==> config.mk <==
export PLATFORM = sky130hd
export DESIGN_NAME = fdivision_multi
export DESIGN_NICKNAME = d
export VERILOG_FILES = /design/src/rtl/fdivision_multi.sv
export SDC_FILE = /design/constraint.sdc
export NUM_CORES = 1
export LEC_CHECK = 0
export CAP_MARGIN = 5
export CORE_MARGIN = 2
export CORE_UTILIZATION = 45
export CTS_CLUSTER_DIAMETER = 40
export DETAILED_ROUTE_END_ITERATION = 8
export PLACE_DENSITY = 0.59
export SYNTH_ARGS = -nofsm -noshare
export SYNTH_HDL_FRONTEND = slang
export SYNTH_SLANG_ARGS = --single-unit
==> constraint.sdc <==
create_clock -name Fin -period 12.95 [get_ports Fin]
set_input_delay 1.295 -clock Fin [delete_from_list [all_inputs] [get_ports Fin]]
set_output_delay 1.295 -clock Fin [all_outputs]
set_load 0.02 [all_outputs]
==> src/rtl/fdivision_multi.sv <==
// -----------------------------------------------------------------------------
// fdivision_multi
//
// Multi-channel programmable clock divider. Each of the CH channels divides the
// Fin clock by its own runtime-loadable divisor. The output is either a 50%
// duty toggled clock (mode 0) or a one-cycle pulse (mode 1). A terminal-count
// tick is produced in both modes.
//
// Ports:
//   Fin       in   1      system clock, all logic on the rising edge
//   reset     in   1      asynchronous active-high reset
//   enable    in   CH     per-channel run enable
//   mode      in   CH     per-channel mode: 0 = toggle, 1 = pulse
//   div_we    in   1      divisor write strobe (one Fin cycle)
//   div_sel   in   SELW   channel index for the divisor write
//   div_data  in   WIDTH  new divisor value (0 behaves as 1)
//   sync_clr  in   1      synchronous phase clear of every channel
//   Fout      out  CH     divided clock outputs
//   tick      out  CH     one-cycle terminal-count pulse per channel
// -----------------------------------------------------------------------------
module fdivision_multi #(
  parameter int          CH          = 3,
  parameter int          WIDTH       = 32,
  parameter int unsigned DEFAULT_DIV = 1000000,
  parameter int          SELW        = 3
) (
  input  logic             Fin,
  input  logic             reset,
  input  logic [CH-1:0]    enable,
  input  logic [CH-1:0]    mode,
  input  logic             div_we,
  input  logic [SELW-1:0]  div_sel,
  input  logic [WIDTH-1:0] div_data,
  input  logic             sync_clr,
  output logic [CH-1:0]    Fout,
  output logic [CH-1:0]    tick
);

  for (genvar gi = 0; gi < CH; gi++) begin : g_ch
    logic [WIDTH-1:0] cnt_q, cnt_d;
    logic [WIDTH-1:0] div_q, div_d;
    logic [WIDTH-1:0] shadow_q, shadow_d;
    logic             pend_q, pend_d;
    logic             fout_q, fout_d;
    logic             tick_q, tick_d;
    logic             mode_q, mode_d;
    logic [WIDTH-1:0] de;
    logic             wr_hit;
    logic             term;

    // A zero divisor behaves as divide-by-one so the channel can never stall.
    assign de     = (div_q == '0) ? WIDTH'(1) : div_q;
    // An out-of-range div_sel never matches any channel, so it is ignored.
    assign wr_hit = div_we && (div_sel == SELW'(gi));
    assign term   = enable[gi] && (cnt_q == de - WIDTH'(1));

    always_comb begin
      cnt_d    = cnt_q;
      div_d    = div_q;
      shadow_d = shadow_q;
      pend_d   = pend_q;
      fout_d   = fout_q;
      tick_d   = 1'b0;
      mode_d   = mode[gi];

      if (sync_clr) begin
        // Phase clear: a same-cycle write goes straight to the divisor,
        // otherwise any pending shadow is committed now.
        cnt_d  = '0;
        fout_d = 1'b0;
        if (wr_hit) begin
          div_d = div_data;
        end else if (pend_q) begin
          div_d = shadow_q;
        end
        pend_d = 1'b0;
      end else begin
        if (mode[gi] != mode_q) begin
          // Restart the channel cleanly in the new mode.
          cnt_d  = '0;
          fout_d = 1'b0;
        end else if (term) begin
          cnt_d  = '0;
          tick_d = 1'b1;
          fout_d = mode_q ? 1'b1 : ~fout_q;
          // The period that just ended ran at the old divisor; the new one
          // takes over from here, so no runt period is produced.
          if (pend_q) begin
            div_d  = shadow_q;
            pend_d = 1'b0;
          end
        end else begin
          if (enable[gi]) begin
            cnt_d = cnt_q + WIDTH'(1);
          end
          // Pulse mode output is high only on the terminal cycle.
          if (mode_q) begin
            fout_d = 1'b0;
          end
        end

        // Writes after the terminal handling so a write landing on a terminal
        // cycle becomes the next pending value rather than being lost.
        if (wr_hit) begin
          if (enable[gi]) begin
            shadow_d = div_data;
            pend_d   = 1'b1;
          end else begin
            div_d  = div_data;
            cnt_d  = '0;
            pend_d = 1'b0;
          end
        end
      end
    end

    always_ff @(posedge Fin or posedge reset) begin
      if (reset) begin
        cnt_q    <= '0;
        div_q    <= WIDTH'(DEFAULT_DIV);
        shadow_q <= '0;
        pend_q   <= 1'b0;
        fout_q   <= 1'b0;
        tick_q   <= 1'b0;
        mode_q   <= 1'b0;
      end else begin
        cnt_q    <= cnt_d;
        div_q    <= div_d;
        shadow_q <= shadow_d;
        pend_q   <= pend_d;
        fout_q   <= fout_d;
        tick_q   <= tick_d;
        mode_q   <= mode_d;
      end
    end

    assign Fout[gi] = fout_q;
    assign tick[gi] = tick_q;
  end

endmodule
==> results_dict.tcl <==
set metrics [dict create \
    postSynthRegisterBits 300 \
    worst_setup_path_start_kind "register" \
    fp.dieW_um 209 \
    detailroute.via_count 15900 \
    wl_per_cell_um 21.4 \
    crit_chain "or4_1, or4_1, nor3_1, nor2_1, ha_1, or4b_2, nor4_1, a211oi_1, a31oi_1, or4_1, or4_4, nor4_4, buf_4, mux2i_1, o221ai_1" \
    area_growth_syn_to_layout_pct 14.4 \
    critical_path_class "reg2reg" \
    drc 0 \
    final.hold.worst_slack_ns 0.513 \
    syn_inst 2030 \
    post-route-period-util 0.461 \
    clkSlewWorstSetupHoldPaths_ns 0.05 \
    cts.sinks 300 \
    initial_utilization 0.454 \
    max_slew_violation_count 0 \
    layout-drive-gt1-share 0.140 \
    cts.repair_timing.setup_buffer_count 0 \
    antenna_violations_before_repair 1 \
    synth-edff-count 0 \
    rows 75 \
    ant_nets 0 \
    preCtsSetupSlack_ns 7.07 \
    fin_setup_tns_ns 0 \
    final_cell_mix "dfrtp_1, nor2_1, nand2_1" \
    grt.overflow.total 0 \
    cp.buffers_inverters 1 \
    cp_endpoint_kind "register" \
    hpwlAfterDp_mm 39.1 \
    critical-path-top-cell-by-count "or4_1" \
    timing.max_cap.violations 0 \
    required_ns 13.37 \
    synth.largest_area_cell "dfrtp_1" \
    total_clock_buffers_created_by_cts 55 \
    postSynth.topFlopCell "dfrtp_1" \
    synth_area_leaders "dfrtp_1, mux2_2, mux2i_1" \
    cts_tree "built" \
    detailedRoute.firstIterationViolations 1191 \
    syn-num-nets 2081 \
    detailedRoute.firstPassIterationCount 5 \
    wire_length_of_the_first_global_routing_pass_mm 89.2 \
    postLayoutSetupSlackWorst_ns 6.97 \
    power_density_nw_per_um2 153 \
    critical_path.max_fanout 23 \
    worst_path_dominant_cell_family "simple AND/OR/NAND/NOR gates" \
    synthesis.area_sq_um 19000 \
    synth_sequential_area_ratio 0.397 \
    nNetsFinal 2072 \
    outcome "complete, no violations" \
    core_area_sq_um 41800 \
    synth-warning-count 0 \
    fin_crit_ns 5.98 \
    timing.final.setup_violations 0 \
    place.gp.congestion 0.914 \
    timing.fmax_mhz 167 \
    post_detailed_routing_wire_length_mm 55.8 \
    h-tree-depth 2 \
    die-height_um 209 \
    finClkSkew_ns 0.0230 \
    rsz0062_at_grt "false" \
    max_slew.worst_pin.slew_ns 1.26 \
    nFillCells 3793 \
    leakagePower_nw 8.69 \
    ios 51 \
    worst_ep_arrival_time_ns 6.39 \
    clk_root_buffer_cell "clkbuf_16" \
    first_global_vias 15600 \
    mostFrequentLayoutCell "dfrtp_1" \
    clk_lat_worst_skew_ns 0.60 \
    maximum_number_of_pins_on_one_net_before_global_route_repair 116 \
    cts_max_path_buffers 3 \
    synth_top_area_frac 0.368 \
    port_buffers 50 \
    gr-usage-all-layers 0.258 \
    max-vdd-ir-drop_v 0.000102 \
    relSlewSlack 0.157 \
    fp.dieArea_sq_um 43800 \
    worstHoldPathType "reg2reg" \
    final_hold_viol_count 0 \
    crit_path_max_incr_delay_ns 0.72 \
    worst_path_slowest_cell "or4_1" \
    cts_hold_buf 0 \
    post_cts.resized_instances 0 \
    synthesis.area_per_instance_sq_um 9.34 \
    synth.distinct_cells 79 \
    number_of_inserted_diodes 0 \
    viasPerCell 6.10 \
    async_flop_share 1.00 \
]
==> cell type report <==
type | instances | area, sq um | area share
flip-flops and latches | 300 | 7530 | 0.347
clock inverters | 33 | 397 | 0.0183
multi-input cells | 1569 | 10800 | 0.496
repair buffers | 77 | 703 | 0.0324
well taps | 539 | 674 | 0.0311
clock buffers | 71 | 1550 | 0.0713
inverters | 18 | 75.1 | 0.00346
==> final timing paths <==
check,slack (ns),cells after the start,end,from
min in group asynchronous,1.23,2,g_ch[2].cnt_q[24],reset
worst min register to register,0.51,1,g_ch[1].shadow_q[27],g_ch[1].shadow_q[27]
max in group asynchronous,10.21,3,g_ch[0].div_q[12],reset
worst max-delay path,6.97,15,g_ch[1].div_q[7],g_ch[1].div_q[20]
worst min-delay path,0.51,1,g_ch[1].shadow_q[27],g_ch[1].shadow_q[27]
worst max register to register,6.97,15,g_ch[1].div_q[7],g_ch[1].div_q[20]
==> metal layers <==
| layer | part of all wire | wire length (um) | global-route usage | vias to the layer above |
|---|---|---|---|---|
| met2 | 0.46 | 25900 | 0.412 | 430 |
| met4 | 0.029 | 1600 | 0.0882 | 0 |
| met3 | 0.048 | 2710 | 0.0328 | 86 |
| met5 | 0 | 0 | 0 | - |
| met1 | 0.46 | 25600 | 0.363 | 7964 |
| li1 | - | - | - | 7421 |
==> sequential cells by signal, summed over array words and instances, names as in the netlist <==
signal         cells
g_ch.mode_q        3
g_ch.tick_q        3
g_ch.div_q        96
g_ch.shadow_q     96
g_ch.pend_q        3
g_ch.fout_q        3
g_ch.cnt_q        96
==> synthesized netlist by cell type (5+ instances only) <==
| cell | number |
|---|---|
| nand2b_1 | 16 |
| or3_1 | 21 |
| inv_1 | 18 |
| nor3b_1 | 38 |
| clkbuf_1 | 106 |
| and3_1 | 34 |
| o22ai_1 | 55 |
| xnor2_1 | 102 |
| nor4b_1 | 8 |
| a21oi_1 | 85 |
| ha_1 | 6 |
| or2_2 | 5 |
| nand4b_1 | 10 |
| a211oi_1 | 5 |
| mux2_2 | 118 |
| dfstp_2 | 21 |
| o221ai_1 | 40 |
| mux2i_1 | 114 |
| nor2b_1 | 7 |
| buf_4 | 8 |
| o211ai_1 | 7 |
| nand2_1 | 132 |
| buf_1 | 11 |
| and4_1 | 10 |
| nand3_1 | 45 |
| and2_1 | 13 |
| a31oi_1 | 12 |
| o31ai_1 | 8 |
| o21ai_0 | 34 |
| nand4_1 | 49 |
| nand3b_1 | 15 |
| buf_6 | 6 |
| or4_1 | 17 |
| nor2_1 | 222 |
| xor2_1 | 111 |
| dfrtp_1 | 279 |
| buf_2 | 12 |
| nor3_1 | 113 |
| nor4_1 | 32 |
==> through the flow <==
step,std cells,total power (W),instance area [sq um],utilization
2_1_floorplan,2030,0.00165,19000,-
3_3_place_gp,2503,0.00182,19700,0.473
3_5_place_dp,2503,0.00183,19700,0.473
4_1_cts,2607,0.00335,21700,0.519
5_1_grt,2607,0.00348,21700,0.519
6_report,2607,0.00332,21700,0.519
==> cell families after synthesis <==
kind of cell	count (synthesis)	synth area share
compound gates	313	0.111
xor+xnor	213	0.0984
fa+ha+maj	6	0.00396
buf+inv	161	0.0366
flops	300	0.397
mux	233	0.131
simple gates	804	0.222
==> where the power goes <==
part	switching (W)	total, W	internal, W
Clock	0.000527	0.00150	0.000971
Sequential	0.000152	0.00121	0.00105
Combinational	0.000340	0.000621	0.000282
Total	0.00102	0.00332	0.00230
(Power assumes the default switching activity.)
